[config.mk]
export PLATFORM = sky130hd
export DESIGN_NAME = axis_pattern_gen_flat
export DESIGN_NICKNAME = d
export VERILOG_FILES = /design/src/rtl/axis_pattern_gen_if.sv /design/src/rtl/axis_pattern_gen.sv /design/src/flat_wrapper.sv
export SDC_FILE = /design/constraint.sdc
export NUM_CORES = 1
export LEC_CHECK = 0
export ABC_AREA = 1
export CAP_MARGIN = 20
export CORE_MARGIN = 4
export CORE_UTILIZATION = 55
export DETAILED_ROUTE_END_ITERATION = 12
export HOLD_SLACK_MARGIN = 0.12
export PLACE_DENSITY = 0.8
export SLEW_MARGIN = 10
export SYNTH_ARGS = -nofsm -noshare
export SYNTH_HDL_FRONTEND = slang
export SYNTH_SLANG_ARGS = --single-unit
[constraint.sdc]
create_clock -name aclk -period 8.55 [get_ports aclk]
set_input_delay 1.71 -clock aclk [delete_from_list [all_inputs] [get_ports aclk]]
set_output_delay 1.71 -clock aclk [all_outputs]
set_load 0.03 [all_outputs]
[src/rtl/axis_pattern_gen_if.sv]
// axis_if: AXI4-Stream bundle shared by the pattern generator and its consumers.
interface axis_if #(
    parameter int DATA_W = 32,
    parameter int USER_W = 1,
    parameter int KEEP_W = DATA_W / 8
);
    logic              tvalid;
    logic              tready;
    logic [DATA_W-1:0] tdata;
    logic [KEEP_W-1:0] tkeep;
    logic              tlast;
    logic [USER_W-1:0] tuser;
    modport master (output tvalid, tdata, tkeep, tlast, tuser, input tready);
    modport slave (input tvalid, tdata, tkeep, tlast, tuser, output tready);
endinterface

[src/rtl/axis_pattern_gen.sv]
// axis_pattern_gen: configurable AXI4-Stream source with counter, LFSR and walking-one payloads,
// frame length, inter-frame gap and bounded frame count.
module axis_pattern_gen #(
    parameter int DATA_W = 32,
    parameter int USER_W = 1,
    parameter int KEEP_W = DATA_W / 8
) (
    input  logic        aclk,
    input  logic        areset,
    input  logic        enable,
    input  logic [1:0]  cfg_mode,
    input  logic [15:0] cfg_frame_len,
    input  logic [15:0] cfg_gap_len,
    input  logic [15:0] cfg_num_frames,
    axis_if.master      m_axis,
    output logic        busy,
    output logic        done,
    output logic [31:0] frame_count
);
    localparam int REP = (DATA_W + 31) / 32;
    typedef enum logic [1:0] {IDLE, SEND, GAP, DONE} state_t;
    state_t      state;
    logic [1:0]  mode_q;
    logic [15:0] len_q, gap_q, num_q, run_cnt, gap_cnt, beat_idx, cfg_len;
    logic [31:0] frame_id, lfsr, lfsr_nx;
    logic        stop_pend, hs, last;

    function automatic logic [DATA_W-1:0] beat_data(input logic [1:0] m, input logic [15:0] b,
                                                   input logic [31:0] f, input logic [31:0] l);
        return m == 2'd1 ? DATA_W'({REP{l}}) :
               m == 2'd2 ? DATA_W'(1) << (32'(b) % DATA_W) : DATA_W'({f, b});
    endfunction

    assign cfg_len = cfg_frame_len == 16'd0 ? 16'd1 : cfg_frame_len;
    assign lfsr_nx = {1'b0, lfsr[31:1]} ^ (lfsr[0] ? 32'h8020_0003 : 32'h0);
    assign hs = m_axis.tvalid && m_axis.tready;
    assign last = beat_idx == len_q - 16'd1;
    assign busy = state == SEND || state == GAP;
    assign m_axis.tkeep = {KEEP_W{1'b1}};

    always_ff @(posedge aclk or posedge areset) begin
        if (areset) begin
            state         <= IDLE;
            mode_q        <= '0;
            len_q         <= 16'd1;
            gap_q         <= '0;
            num_q         <= '0;
            run_cnt       <= '0;
            gap_cnt       <= '0;
            beat_idx      <= '0;
            frame_id      <= '0;
            lfsr          <= '1;
            stop_pend     <= 1'b0;
            m_axis.tvalid <= 1'b0;
            m_axis.tdata  <= '0;
            m_axis.tlast  <= 1'b0;
            m_axis.tuser  <= '0;
            done          <= 1'b0;
            frame_count   <= '0;
        end else begin
            case (state)
                IDLE: if (enable) begin
                    mode_q        <= cfg_mode;
                    len_q         <= cfg_len;
                    gap_q         <= cfg_gap_len;
                    num_q         <= cfg_num_frames;
                    beat_idx      <= '0;
                    frame_id      <= '0;
                    run_cnt       <= '0;
                    lfsr          <= '1;
                    stop_pend     <= 1'b0;
                    m_axis.tvalid <= 1'b1;
                    m_axis.tdata  <= beat_data(cfg_mode, 16'd0, 32'd0, 32'hFFFF_FFFF);
                    m_axis.tlast  <= cfg_len == 16'd1;
                    m_axis.tuser  <= USER_W'(1);
                    state         <= SEND;
                end
                SEND: begin
                    if (!enable) stop_pend <= 1'b1;
                    if (hs) begin
                        lfsr <= lfsr_nx;
                        if (!last) begin
                            beat_idx     <= beat_idx + 16'd1;
                            m_axis.tdata <= beat_data(mode_q, beat_idx + 16'd1, frame_id, lfsr_nx);
                            m_axis.tlast <= beat_idx + 16'd2 == len_q;
                            m_axis.tuser <= '0;
                        end else begin
                            beat_idx    <= '0;
                            frame_id    <= frame_id + 32'd1;
                            run_cnt     <= run_cnt + 16'd1;
                            frame_count <= frame_count + 32'd1;
                            // a frame that completes the run wins over a pending stop
                            if (num_q != 16'd0 && run_cnt + 16'd1 == num_q) begin
                                state         <= DONE;
                                m_axis.tvalid <= 1'b0;
                                done          <= 1'b1;
                            end else if (stop_pend || !enable) begin
                                state         <= IDLE;
                                m_axis.tvalid <= 1'b0;
                            end else if (gap_q == 16'd0) begin
                                m_axis.tdata <= beat_data(mode_q, 16'd0, frame_id + 32'd1, lfsr_nx);
                                m_axis.tlast <= len_q == 16'd1;
                                m_axis.tuser <= USER_W'(1);
                            end else begin
                                state         <= GAP;
                                m_axis.tvalid <= 1'b0;
                                gap_cnt       <= gap_q;
                            end
                        end
                    end
                end
                GAP: if (!enable) begin
                    state <= IDLE;
                end else if (gap_cnt == 16'd1) begin
                    state         <= SEND;
                    m_axis.tvalid <= 1'b1;
                    m_axis.tdata  <= beat_data(mode_q, 16'd0, frame_id, lfsr);
                    m_axis.tlast  <= len_q == 16'd1;
                    m_axis.tuser  <= USER_W'(1);
                end else begin
                    gap_cnt <= gap_cnt - 16'd1;
                end
                DONE: if (!enable) begin
                    state <= IDLE;
                    done  <= 1'b0;
                end
            endcase
        end
    end
endmodule

[src/flat_wrapper.sv]
// flat-port wrapper written by rule: the top's interface ports become plain ports
module axis_pattern_gen_flat 
#(
    parameter int DATA_W = 32,
    parameter int USER_W = 1,
    parameter int KEEP_W = DATA_W / 8
)
  (aclk, areset, enable, cfg_mode, cfg_frame_len, cfg_gap_len, cfg_num_frames, busy, done, frame_count, m_axis_tvalid, m_axis_tdata, m_axis_tkeep, m_axis_tlast, m_axis_tuser, m_axis_tready);
  axis_if #(.DATA_W(DATA_W), .USER_W(USER_W), .KEEP_W(KEEP_W)) m_axis_i ();
  input  logic aclk;
  input  logic areset;
  input  logic enable;
  input  logic [1:0] cfg_mode;
  input  logic [15:0] cfg_frame_len;
  input  logic [15:0] cfg_gap_len;
  input  logic [15:0] cfg_num_frames;
  output logic busy;
  output logic done;
  output logic [31:0] frame_count;
  output wire logic [$bits(m_axis_i.tvalid)-1:0] m_axis_tvalid;
  output wire logic [$bits(m_axis_i.tdata)-1:0] m_axis_tdata;
  output wire logic [$bits(m_axis_i.tkeep)-1:0] m_axis_tkeep;
  output wire logic [$bits(m_axis_i.tlast)-1:0] m_axis_tlast;
  output wire logic [$bits(m_axis_i.tuser)-1:0] m_axis_tuser;
  input wire logic [$bits(m_axis_i.tready)-1:0] m_axis_tready;
  assign m_axis_tvalid = m_axis_i.tvalid;
  assign m_axis_tdata = m_axis_i.tdata;
  assign m_axis_tkeep = m_axis_i.tkeep;
  assign m_axis_tlast = m_axis_i.tlast;
  assign m_axis_tuser = m_axis_i.tuser;
  assign m_axis_i.tready = m_axis_tready;
  axis_pattern_gen #(.DATA_W(DATA_W), .USER_W(USER_W), .KEEP_W(KEEP_W)) u_core (.aclk(aclk), .areset(areset), .enable(enable), .cfg_mode(cfg_mode), .cfg_frame_len(cfg_frame_len), .cfg_gap_len(cfg_gap_len), .cfg_num_frames(cfg_num_frames), .m_axis(m_axis_i), .busy(busy), .done(done), .frame_count(frame_count));
endmodule
## Word-level counts from Yosys, hierarchy flattened

Cells that the tools add are included.

- Bitwise operators: 1
- Divide/modulo/power cells: 0
- Equality and inequality tests: 30
- Reductions and logical operators: 23
- Multiplexer cells: 83
- Shifts and indexed selects: 1
- Multipliers: 0
- Add/sub/neg operators: 7
- $lt $le $gt $ge: 0

Operator list:

| kind | count |
|---|---|
| $mux 32 | 21 |
| $mux 16 | 13 |
| $pmux 32 s2 | 2 |
| $pmux 16 s2 | 3 |
| $pmux 32 s3 | 1 |
| $add 32x1->32 const B | 2 |
| $eq 16x1->1 const B | 3 |
| $eq 16x16->1 | 3 |
| $add 16x1->16 const B | 2 |
| $logic_not 16->1 | 2 |
| $shl 1x5->32 const A | 1 |
| $sub 16x1->16 const B | 2 |
| $xor 31x32->32 | 1 |
| $mux 1 | 28 |
| $ne 2x2->1 const B | 10 |
| $mux 2 | 9 |
| $add 16x2->16 const B | 1 |
| $reduce_and 8->1 | 2 |
| $reduce_bool 16->1 | 1 |
| $ne 3x3->1 const B | 4 |
| $pmux 1 s3 | 3 |
| $reduce_and 3->1 | 3 |
| $eq 2x2->1 const B | 4 |
| $pmux 2 s4 | 1 |
| 15 further kinds | 23 |

- Memory bits (read-only): 0
- Memories: 0
- Logic and storage cells: 162
- Flip-flop bits (word level): 233
- Bits of input ports: 54
- Latch bits: 0
- Bits in writable memories: 0
- Output and inout port bits: 73

## Longest topological paths before layout

- Word-level depth: 9
- Depth in mapped cells: 19
- Gate-level depth less buffers: 18

## Least setup slack after synthesis

Ideal clock, no wire load.

- Path type: input-to-reg
- Start: input port m_axis_tready
- End: register u_core.frame_id[1]
- Data arrival time: 2833 ps
- Cell stages on the path: 12
- Buffers on the path: 2
- Library setup time: 126 ps
- Slack: 5591 ps
- Required time: 8424 ps
- Cells stage by stage: nand2_1 -> inv_1 -> nor2_1 -> inv_1 -> nand2_1 -> inv_1 -> nand2_1 -> clkinv_1 -> nand2_1 -> buf_2 -> buf_2 -> o22ai_1

- Word-level cells in the longest chain between the ends: 3

Ends and longest elaborated chain:

| what | line | source |
|---|---|---|
| from (decl) | flat_wrapper.sv:25 | `input wire logic [$bits(m_axis_i.tready)-1:0] m_axis_tready;` |
| $logic_and 1x1->1 | axis_pattern_gen.sv:36 | `assign hs = m_axis.tvalid && m_axis.tready;` |
| $ne 2x1->1 (no source line) | -- |  |
| $reduce_and 4->1 (no source line) | -- |  |
| to (signal assigned) | axis_pattern_gen.sv:89 | `frame_id <= frame_id + 32'd1;` |
| to (decl) | axis_pattern_gen.sv:25 | `logic [31:0] frame_id, lfsr, lfsr_nx;` |

Every way passes these cells.
A chain may end at the register's enable or synchronous reset.

## Worst setup path in the final report

- Start: input port m_axis_tready
- End: register u_core.frame_id[9]

The elaborated chain is that of the path after synthesis.

==> flow_results.org <==
** Timing
- Setup violations remaining at the end of the flow were counted as 0.
- Final hold viol count :: 0
- Worst-case setup margin in the final layout :: 4020 ps
- Unrepaired setup endpoints after global routing :: false
- Share of the clock period used by the worst path :: 53.0%
- Crit path time final :: 4530 ps
- Max-slew violations :: 0
- F_max :: 0.221 GHz
- Headroom to the max-slew limit came out at 27.7%.
- Actual slew at the worst max-slew pin :: 1080 ps
- Setup total negative slack on the finished layout was measured at 0 ps.
- Fin Clk Skew :: 8.91 ps

** Setup path
- The worst register-to-register path begins at u_core.len_q[0]$_DFFE_PP1P_.
- STA puts the critical path data arrival time at 4870 ps.
- Critical Path Sink Type :: register
- Chain of cells forming the critical path :: clkdlybuf4s50_1 -> nand2_1 -> inv_1 -> nor2_1 -> inv_1 -> nand2_1 -> inv_1 -> nand2_1 -> clkinv_1 -> nand2_1 -> o22ai_1
- In this run the worst setup path terminates at u_core.frame_id[9]$_DFFE_PP0P_.
- On the worst path, the slowest cell contributes a delay of 1210 ps.
- In this run the number of cells on the critical path is 11.
- Crit path from :: m_axis_tready
- By instance count, the cell type seen most on the critical path is nand2_1.
- The worst setup path is of the in -> reg kind.
- Grouping stages by cell kind, the critical path spends the most delay in simple AND/OR/NAND/NOR gates.
- Type of element launching the critical path :: primary input
- Reg2reg end :: u_core.frame_id[9]$_DFFE_PP0P_
- The number of buffers and inverters on the critical path is 5.
- Critical path data required time :: 8890 ps
- Worst Reg2Reg Path Length in Cells :: 13
- On the critical path, the stage with the largest delay is an instance of nand2_1.
- Setup slack on the worst reg-to-reg path comes out at 4090 ps.
- Maximum fanout count along the critical path :: 36

** Synthesis
- The number of different library cells used by synthesis comes to 53.
- Synthesized flop and latch total :: 217
- Dominant cell type by area after synthesis :: dfrtp_1
- For this run, the register share of the synthesized area comes to 37.9%.
- Yosys attributes the largest share of cell area to dfrtp_1, nand2_1, nand3_1.
- Average cell area after synthesis :: 6.87 um^2
- Most used flip-flop cell after synthesis :: dfrtp_1
- Number of enable flip-flop cells after synthesis :: 0
- Netlist Area Pre-Place :: 0.0144 mm^2
- For this run, asynchronously set or reset flops after synthesis account for 100%.
- Area share of the largest cell type after synthesis :: 31.9%
- Synth warnings :: 0
- Synthesis handed over a netlist of 2102 instances.

** Placed design
- Placement-stage cell area :: 0.0157 mm^2
- Setup WS pre-CTS :: 3540 ps
- Detailed-placement wirelength estimate :: 27600 um
- Routability-driven placement finished with a final weighted congestion of 0.911.
- Number of port buffers :: 122
- Number of cells in the design after placement :: 2484

** Drt
- The detailed router finished its first iteration with 1273 violations.
- Dividing the detail-routed via count by the number of cells gives 5.62.
- Dividing the detail-routed wire length by the instance count gives 15.4 um.
- The pre-antenna-repair detailed-routing pass consisted of 6 iterations.
- Summed over all layers, the routed wires come to 39000 um.
- The detail route stage leaves a number of antenna-violating nets equal to 0.
- After detailed routing, the number of remaining DRC violations is 0.
- DR vias :: 14223

** Power
- For this design the ratio of total power to cell area is 313 mW/mm^2.
- Worst ir drop on vdd :: 244 uV
- The design draws 5.19 mW.
- Leakage power figure :: 8.06 nW

** GRT
- The number of global-route vias before repair was 13604.
- Initial antenna violation count :: 0
- The first global-routing pass estimated 65400 um of wire.
- Total GRT Usage :: 26.9%
- For this run the aggregate overflow at the end of global routing stands at 0.
- Maximum number of pins on one net before global-route repair :: 149

** Floorplanning
- The region available for standard cell placement spans 0.0259 mm^2.
- Row generation in the floorplan step produced 59 rows.
- Die Width :: 170 um
- Number of top-level pins :: 127
- Die Outline Area :: 0.0289 mm^2
- Die H :: 170 um
- Once the floorplan was initialized, standard cells occupied 55.7% of the core.

** Hold path
- Hold Path Class :: reg -> reg
- Along the worst hold path, the cell count comes to 2.

** Layout
- The number of antenna diodes in the final layout is 0.
- Leading cell types in the layout, fill and taps excluded :: nand2_1, inv_1, nand3_1
- Of the cells placed in the final design, the portion with a size suffix greater than 1 is 6.88%.
- Number of non-filler instances in the completed layout :: 2530
- Final cell area excluding filler cells :: 0.0166 mm^2
- In the final design database the tool counted 2249 nets.
- The library cell used most frequently in the layout, excluding fill and tap cells, is nand2_1.
- From synthesis to final layout, the design area changed by 15.0%.

** CTS
- Clock Sink Count :: 217
- Clock root buffer master :: clkbuf_16
- CTS built an H-tree with a depth of 1.
- Counting along the longest clock path gives a buffer depth of 3.
- Count of hold buffers inserted by post-cts repair :: 0
- After clock tree synthesis, the setup repair step added 0 buffers.
- Clock tree synthesis inserted a total of 25 buffers.
- Number of cells upsized or downsized after cts :: 0
- Later-pin clock latency in the skew report :: 530 ps
- Clock-pin slew was measured on the worst setup and hold paths at 60 ps.
- TritonCTS built the clock tree.

** Run
- The tool flagged a number of max-cap violations equal to 0.

** Outcome
- Result of the run :: complete, no violations
Yosys cell counts (9+ instances only):
| cell | instances |
|---|---|
| a21oi_1 | 59 |
| a22oi_1 | 29 |
| buf_2 | 15 |
| buf_4 | 10 |
| clkbuf_1 | 51 |
| dfrtp_1 | 184 |
| dfstp_2 | 33 |
| ha_1 | 18 |
| inv_1 | 213 |
| nand2_1 | 685 |
| nand2_2 | 15 |
| nand3_1 | 200 |
| nand4_1 | 44 |
| nor2_1 | 188 |
| nor2_2 | 11 |
| nor3_1 | 21 |
| nor4_1 | 12 |
| o21ai_0 | 117 |
| o221ai_1 | 9 |
| o22ai_1 | 26 |
| or2_2 | 10 |
| xnor2_1 | 32 |
| xor2_1 | 44 |
logic make-up (layout without fill, tap and decap cells):
group,Yosys count,after routing,share of synthesized area [%]
compound gates,268,268,10.8
buf+inv,308,398,8.68
fa+ha+maj,18,18,1.56
other cells,1,4,0.0260
mux,2,2,0.156
flops,217,217,37.9
xor+xnor,77,77,4.72
simple gates,1211,1211,36.2
final cells by class:
class,instances,area [um^2]
clock buffer,41,756
clock inverter,4,70.1
fill,2325,9310
inverter,222,841
multi-input combinational,1580,7740
sequential,217,5470
tap,335,419
timing repair buffer,131,1310
power breakdown:
part	switching (mW)	internal (mW)
combinational	1.74	0.811
clock	0.429	0.658
sequential	0.223	1.33
total	2.39	2.80
worst min-delay path by stage:
stage	endpoint	startpoint
floorplan	u_core.gap_cnt[1]$_DFFE_PP0P_	u_core.gap_cnt[1]$_DFFE_PP0P_
global placement	u_core.m_axis.tuser$_DFFE_PP0P_	u_core.m_axis.tuser$_DFFE_PP0P_
detailed placement	u_core.m_axis.tdata[17]$_DFFE_PP0P_	u_core.m_axis.tdata[17]$_DFFE_PP0P_
CTS	u_core.m_axis.tdata[17]$_DFFE_PP0P_	u_core.m_axis.tdata[17]$_DFFE_PP0P_
global route	u_core.m_axis.tdata[9]$_DFFE_PP0P_	u_core.m_axis.tdata[9]$_DFFE_PP0P_
finish	u_core.m_axis.tdata[17]$_DFFE_PP0P_	u_core.m_axis.tdata[17]$_DFFE_PP0P_
metrics by stage:
step,utilization (%),hold WS (ps)
after global placement,60.8,459
after global routing,64.1,499
after detailed placement,60.8,465
after CTS,64.0,481
after floorplan,-,470
final,64.1,476
routing by layer:
layer  vias up  part of all wire [%]  track usage, %
li1       6944                     -               -
met1      6615                    43            36.4
met2       555                    46            44.4
met3       109                   7.2            3.95
met4         0                   3.7            9.62
met5         -                     0               0
registers in the layout (all words and copies together) (netlist names):
register / flops
u_core.stop_pend: 1
u_core.done: 1
u_core.m_axis.tdata: 32
u_core.gap_cnt: 16
u_core.frame_count: 32
u_core.run_cnt: 16
u_core.gap_q: 16
u_core.beat_idx: 16
u_core.num_q: 16
u_core.len_q: 16
u_core.frame_id: 16
u_core.state: 2
u_core.m_axis.tuser: 1
u_core.lfsr: 32
u_core.mode_q: 2
u_core.m_axis.tvalid: 1
u_core.m_axis.tlast: 1
worst min-delay path, delay by kind of cell (launching register included):
| family | cells | cell delay [ps] |
|---|---|---|
| AND/OR/NAND/NOR | 2 | 100 |
| flip-flops | 1 | 340 |
Power figures use the tool's default switching activity.
